--- src/rtl/alu_seq_unit.sv ---
`default_nettype none
// ============================================================================
//  Module   : alu_seq_unit
//  Purpose  : Sequential ALU with registered CF/SF/ZF/OF flags, ADC/SBB carry
//             chaining and a WIDTH-cycle shift-add multiplier.
//  Revision : 1.0 - initial release
// ============================================================================
module alu_seq_unit #(
    parameter int WIDTH = 6
) (
    input  logic             clk,
    input  logic             rst,
    input  logic             start,
    input  logic [2:0]       op,
    input  logic [WIDTH-1:0] a,
    input  logic [WIDTH-1:0] b,
    output logic             busy,
    output logic             done,
    output logic [WIDTH-1:0] result,
    output logic [WIDTH-1:0] result_hi,
    output logic             cf,
    output logic             sf,
    output logic             zf,
    output logic             of
);

    localparam logic [2:0] OP_ADD = 3'b000;
    localparam logic [2:0] OP_SUB = 3'b001;
    localparam logic [2:0] OP_ADC = 3'b010;
    localparam logic [2:0] OP_SBB = 3'b011;
    localparam logic [2:0] OP_AND = 3'b100;
    localparam logic [2:0] OP_OR  = 3'b101;
    localparam logic [2:0] OP_XOR = 3'b110;
    localparam logic [2:0] OP_MUL = 3'b111;

    localparam int            CW   = $clog2(WIDTH);
    localparam logic [CW-1:0] LAST = CW'(WIDTH - 1);

    typedef enum logic [0:0] {
        S_IDLE = 1'b0,
        S_MUL  = 1'b1
    } state_t;

    state_t               state_q, state_d;
    logic [WIDTH-1:0]     mcand_q, mcand_d;
    logic [2*WIDTH-1:0]   prod_q, prod_d;
    logic [CW-1:0]        cnt_q, cnt_d;
    logic [WIDTH-1:0]     result_q, result_d;
    logic [WIDTH-1:0]     result_hi_q, result_hi_d;
    logic                 done_q, done_d;
    logic                 cf_q, cf_d, sf_q, sf_d, zf_q, zf_d, of_q, of_d;

    logic                 w_cin;
    logic [WIDTH:0]       w_add;
    logic [WIDTH:0]       w_sub;
    logic [WIDTH-1:0]     w_r;
    logic                 w_c;
    logic                 w_o;
    logic [WIDTH:0]       w_step_hi;
    logic [2*WIDTH-1:0]   w_prod_next;

    assign w_cin = ((op == OP_ADC) || (op == OP_SBB)) ? cf_q : 1'b0;
    assign w_add = {1'b0, a} + {1'b0, b} + {{WIDTH{1'b0}}, w_cin};
    // Bit WIDTH of the extended difference is set exactly when a < b + borrow-in.
    assign w_sub = {1'b0, a} - {1'b0, b} - {{WIDTH{1'b0}}, w_cin};

    always_comb begin
        w_r = '0;
        w_c = 1'b0;
        w_o = 1'b0;
        case (op)
            OP_ADD, OP_ADC: begin
                w_r = w_add[WIDTH-1:0];
                w_c = w_add[WIDTH];
                w_o = (a[WIDTH-1] == b[WIDTH-1]) && (w_r[WIDTH-1] != a[WIDTH-1]);
            end
            OP_SUB, OP_SBB: begin
                w_r = w_sub[WIDTH-1:0];
                w_c = w_sub[WIDTH];
                w_o = (a[WIDTH-1] != b[WIDTH-1]) && (w_r[WIDTH-1] != a[WIDTH-1]);
            end
            OP_AND:  w_r = a & b;
            OP_OR:   w_r = a | b;
            OP_XOR:  w_r = a ^ b;
            default: w_r = '0;
        endcase
    end

    // Multiplier in low half of prod_q shifts out as product bits shift in.
    assign w_step_hi   = {1'b0, prod_q[2*WIDTH-1:WIDTH]}
                       + (prod_q[0] ? {1'b0, mcand_q} : {(WIDTH+1){1'b0}});
    assign w_prod_next = {w_step_hi, prod_q[WIDTH-1:1]};

    always_comb begin
        state_d     = state_q;
        mcand_d     = mcand_q;
        prod_d      = prod_q;
        cnt_d       = cnt_q;
        result_d    = result_q;
        result_hi_d = result_hi_q;
        done_d      = 1'b0;
        cf_d        = cf_q;
        sf_d        = sf_q;
        zf_d        = zf_q;
        of_d        = of_q;
        case (state_q)
            S_IDLE: begin
                if (start) begin
                    if (op == OP_MUL) begin
                        mcand_d = a;
                        prod_d  = {{WIDTH{1'b0}}, b};
                        cnt_d   = '0;
                        state_d = S_MUL;
                    end else begin
                        result_d    = w_r;
                        result_hi_d = '0;
                        done_d      = 1'b1;
                        cf_d        = w_c;
                        of_d        = w_o;
                        sf_d        = w_r[WIDTH-1];
                        zf_d        = (w_r == '0);
                    end
                end
            end
            S_MUL: begin
                prod_d = w_prod_next;
                cnt_d  = cnt_q + 1'b1;
                if (cnt_q == LAST) begin
                    state_d     = S_IDLE;
                    done_d      = 1'b1;
                    result_d    = w_prod_next[WIDTH-1:0];
                    result_hi_d = w_prod_next[2*WIDTH-1:WIDTH];
                    cf_d        = (w_prod_next[2*WIDTH-1:WIDTH] != '0);
                    of_d        = (w_prod_next[2*WIDTH-1:WIDTH] != '0);
                    sf_d        = w_prod_next[2*WIDTH-1];
                    zf_d        = (w_prod_next == '0);
                end
            end
            default: state_d = S_IDLE;
        endcase
    end

    always_ff @(posedge clk or posedge rst) begin
        if (rst) begin
            state_q     <= S_IDLE;
            mcand_q     <= '0;
            prod_q      <= '0;
            cnt_q       <= '0;
            result_q    <= '0;
            result_hi_q <= '0;
            done_q      <= 1'b0;
            cf_q        <= 1'b0;
            sf_q        <= 1'b0;
            zf_q        <= 1'b0;
            of_q        <= 1'b0;
        end else begin
            state_q     <= state_d;
            mcand_q     <= mcand_d;
            prod_q      <= prod_d;
            cnt_q       <= cnt_d;
            result_q    <= result_d;
            result_hi_q <= result_hi_d;
            done_q      <= done_d;
            cf_q        <= cf_d;
            sf_q        <= sf_d;
            zf_q        <= zf_d;
            of_q        <= of_d;
        end
    end

    assign busy      = (state_q == S_MUL);
    assign done      = done_q;
    assign result    = result_q;
    assign result_hi = result_hi_q;
    assign cf        = cf_q;
    assign sf        = sf_q;
    assign zf        = zf_q;
    assign of        = of_q;

endmodule
`default_nettype wire

--- config.mk ---
export PLATFORM = sky130hd
export DESIGN_NAME = alu_seq_unit
export DESIGN_NICKNAME = d
export VERILOG_FILES = /design/src/rtl/alu_seq_unit.sv
export SDC_FILE = /design/constraint.sdc
export NUM_CORES = 1
export LEC_CHECK = 0
export ABC_AREA = 0
export BUFFER_PORTS_ARGS = -buffer_cell sky130_fd_sc_hd__buf_2
export CAP_MARGIN = 20
export CORE_ASPECT_RATIO = 0.9
export CORE_MARGIN = 3
export CORE_UTILIZATION = 40
export CTS_CLUSTER_DIAMETER = 60
export CTS_CLUSTER_SIZE = 16
export DETAILED_ROUTE_END_ITERATION = 8
export PLACE_DENSITY = 0.65
export RECOVER_POWER = 100
export SETUP_SLACK_MARGIN = 0.15
export SKIP_CTS_REPAIR_TIMING = 1
export SYNTH_ARGS = -nofsm -noshare
export SYNTH_HDL_FRONTEND = slang
export SYNTH_SLANG_ARGS = --single-unit
--- constraint.sdc ---
create_clock -name clk -period 3.4 [get_ports clk]
set_clock_uncertainty 0.1 [all_clocks]
set_input_delay 0.51 -clock clk [delete_from_list [all_inputs] [get_ports clk]]
set_output_delay 0.51 -clock clk [all_outputs]
set_load 0.02 [all_outputs]
==> flow_metrics.py <==
metrics = {
    "outcome": {
        "run_status": "finished, final reports clean",
    },
    "critical_path": {
        "setup.reg_to_reg.worst_slack_ns": 0.30,
        "worstSetupPathType": "reg2reg",
        "regToRegStartpoint": "cf",
        "critical_path.endpoint_type": "flop",
        "start_kind": "flop",
        "cp_data_arrival_time_ns": 3.19,
        "critical_path_peak_fanout": 4,
        "cp_startpoint": "cf",
        "cp_data_required_time_ns": 3.49,
    },
    "hold_path": {
        "hold_path.class": "in2async",
    },
    "logic_synthesis": {
        "synth.yosys.warnings": 0,
        "synth_nets": 379,
        "postSynthAreaPerCell_sq_um": 9.18,
        "syn-cell-area_sq_mm": 0.00299,
        "async_reset_ff_share_pct": 100,
        "seq_area_frac_synth_pct": 32.6,
        "ys.flop_type": "dfrtp_1",
        "syn-instance-count": 326,
        "count_of_state_elements_after_synthesis": 39,
        "yosysUniqueCellTypes": 60,
        "synth_edf_count": 0,
    },
    "clock_tree": {
        "htreeDepth": 2,
        "clock_tree_from_tritoncts": "built",
        "clock_path_buffers": 2,
        "root_buffer": "clkbuf_8",
        "numCtsBuffers": 5,
        "path_clk_slew_ns": 0.09,
        "worstSkewPairLatency_ns": 0.30,
        "cts_num_sinks": 39,
    },
    "route": {
        "dr_total_vias": 2520,
        "post_drt_via_cell_ratio": 5.51,
        "drc": 0,
        "dr.pass1.iters": 5,
        "ant_nets": 0,
        "detail_route.wl_per_cell_um": 16.1,
        "final_wl_mm": 7.34,
        "initialDrtViolationCount": 171,
    },
    "layout": {
        "layout.cells.non_filler": 457,
        "count_of_fill_cells_added_during_filler_insertion": 688,
        "diodes": 0,
        "areaGrowthSynthToFinish_pct": 11.5,
        "layout.nets": 416,
        "layout.cells.most_common": "dfrtp_1",
        "drive_above_1_share_pct": 12.6,
        "layout.cells.most_common_list": "dfrtp_1 (39), ha_1 (30), nor2_1 (28), nand2_1 (28), o21ai_0 (26)",
    },
    "power": {
        "power_density_mw_per_mm2": 753,
        "share_of_total_power_in_the_clock_network_pct": 15.6,
        "ir_worst_vdd_mv": 0.471,
        "switchingPower_uw": 1130,
        "comb_power_share_pct": 51.2,
        "power.share.switching_pct": 45.0,
        "share_seq_of_total_power_pct": 33.2,
        "cellInternalPower_uw": 1380,
        "cellLeakagePower_uw": 0.00158,
    },
    "die": {
        "fp.dieH_um": 88.0,
        "io-pin-count": 36,
        "core_area_sq_mm": 0.00715,
        "num_rows": 29,
        "floorplan.die_area_sq_mm": 0.00855,
        "fp.dieW_um": 97.2,
        "start_util_pct": 41.9,
    },
    "grt": {
        "grt_remaining_overflow": 0,
        "groute.usage.overall_pct": 18.0,
        "grt_pass1_wl_mm": 12.4,
        "pin_count_of_the_biggest_net_entering_global_routing": 25,
        "antenna_found_initial": 0,
        "grt_pass1_vias": 2457,
    },
    "place": {
        "gp_congestion": 0.876,
        "place.detailed.instances": 449,
        "detailedPlace.worstSlack_ns": 0.254,
        "numPortBuffers": 35,
        "dp.final_hpwl_mm": 5.70,
    },
    "timing": {
        "layout_min_cycle_time_ns": 3.10,
        "relSlewSlack_pct": 25.3,
        "setup_total_negative_slack_ns": 0,
        "hold-worst-slack_ns": 0.221,
        "timing.fmax_ghz": 0.323,
        "tightest_slew_ns": 1.12,
        "report.final.setup_viol": 0,
        "final_max_slew_viol_count": 0,
        "final_period_util_pct": 91.1,
        "finalHoldViolCount": 0,
        "postLayoutSetupSlackWorst_ns": 0.302,
        "unrepaired_setup_endpoints_after_global_routing": "false",
    },
    "job": {
        "maxCapViolations": 0,
    },
}
## area by class of cell
cell class | count | area [sq um] | area share (%)
multi-input cells | 248 | 1840 | 55.1
flip-flops and latches | 39 | 976 | 29.3
repair buffers | 43 | 194 | 5.82
well taps | 93 | 116 | 3.49
inverters | 26 | 97.6 | 2.93
clock buffers | 5 | 68.8 | 2.06
clock inverters | 3 | 43.8 | 1.31
## state kept, by name (all words and copies together), names as in the netlist
register / cells
cf: 1
zf: 1
cnt_q: 3
result: 6
of: 1
sf: 1
busy: 1
prod_q: 12
mcand_q: 6
result_hi: 6
done: 1
## worst max-delay path: stages, from the launching register on
cell and delay (ns):
dfrtp_1 0.45, nand3b_1 0.16, inv_1 0.07, fa_1 0.53
inv_1 0.06, ha_1 0.20, o21ai_4 0.19, a21oi_2 0.09
or3_1 0.35, a311oi_1 0.38, a211oi_1 0.13, a211o_1 0.28
## stage by stage
| step | cell area [sq um] | util, % | total power [uW] |
|---|---|---|---|
| after floorplan | 2990 | - | 1760 |
| after global placement | 3280 | 45.8 | 2130 |
| after detailed placement | 3280 | 45.8 | 2160 |
| after CTS | 3390 | 47.4 | 2560 |
| after global routing | 3330 | 46.6 | 2740 |
| final | 3330 | 46.6 | 2510 |
## cells by family after synthesis
group	after synthesis	share of synthesized area (%)
AO/OA/AOI/OAI	87	19.5
XOR/XNOR	10	3.39
adder cells (fa/ha/maj)	35	15.9
buffers and inverters	39	5.48
flip-flops	39	32.6
multiplexers	15	6.11
AND/OR/NAND/NOR	101	17.0
## worst paths after layout
kind / to / cells past startpoint
worst max-delay path: sf / 11
worst min-delay path: result_hi[1] / 2
worst max register to register: sf / 11
worst min register to register: result_hi[1] / 2
max in group asynchronous: prod_q[9] / 3
min in group clk: result_hi[1] / 2
## power groups by stage
| stage | Combinational (uW) | Clock (uW) | Sequential [uW] |
|---|---|---|---|
| finish | 1290 | 392 | 834 |
| global route | 1460 | 419 | 863 |
| CTS | 1330 | 399 | 829 |
| detailed placement | 1320 | 0 | 838 |
| global placement | 1300 | 0 | 831 |
| floorplan | 870 | 0 | 895 |
## cells in the mapped netlist, drive strengths merged, types with 4 or more instances
master  count  area share [%]
nand3      10             1.7
nand2      28             3.5
o22ai       4            0.84
o21a        5             1.3
xor2        4             1.2
and2       10             2.1
clkbuf      6            0.75
a21o        7             1.8
mux2        6             2.3
dfrtp      39              33
xnor2       5             1.5
nor3        4            0.67
mux2i       7             2.3
a21oi      18             3.1
a211oi      8             2.2
inv        25             3.1
ha         30              13
nor2       29             4.0
fa          5             3.3
buf         7             1.5
o21ai      27             4.9
## layer usage
metal	wire length [um]	track usage (%)
met5	0	0
met4	53	3.19
met3	412	3.82
met2	3260	28.6
met1	3610	25.9
(Power assumes the default switching activity.)
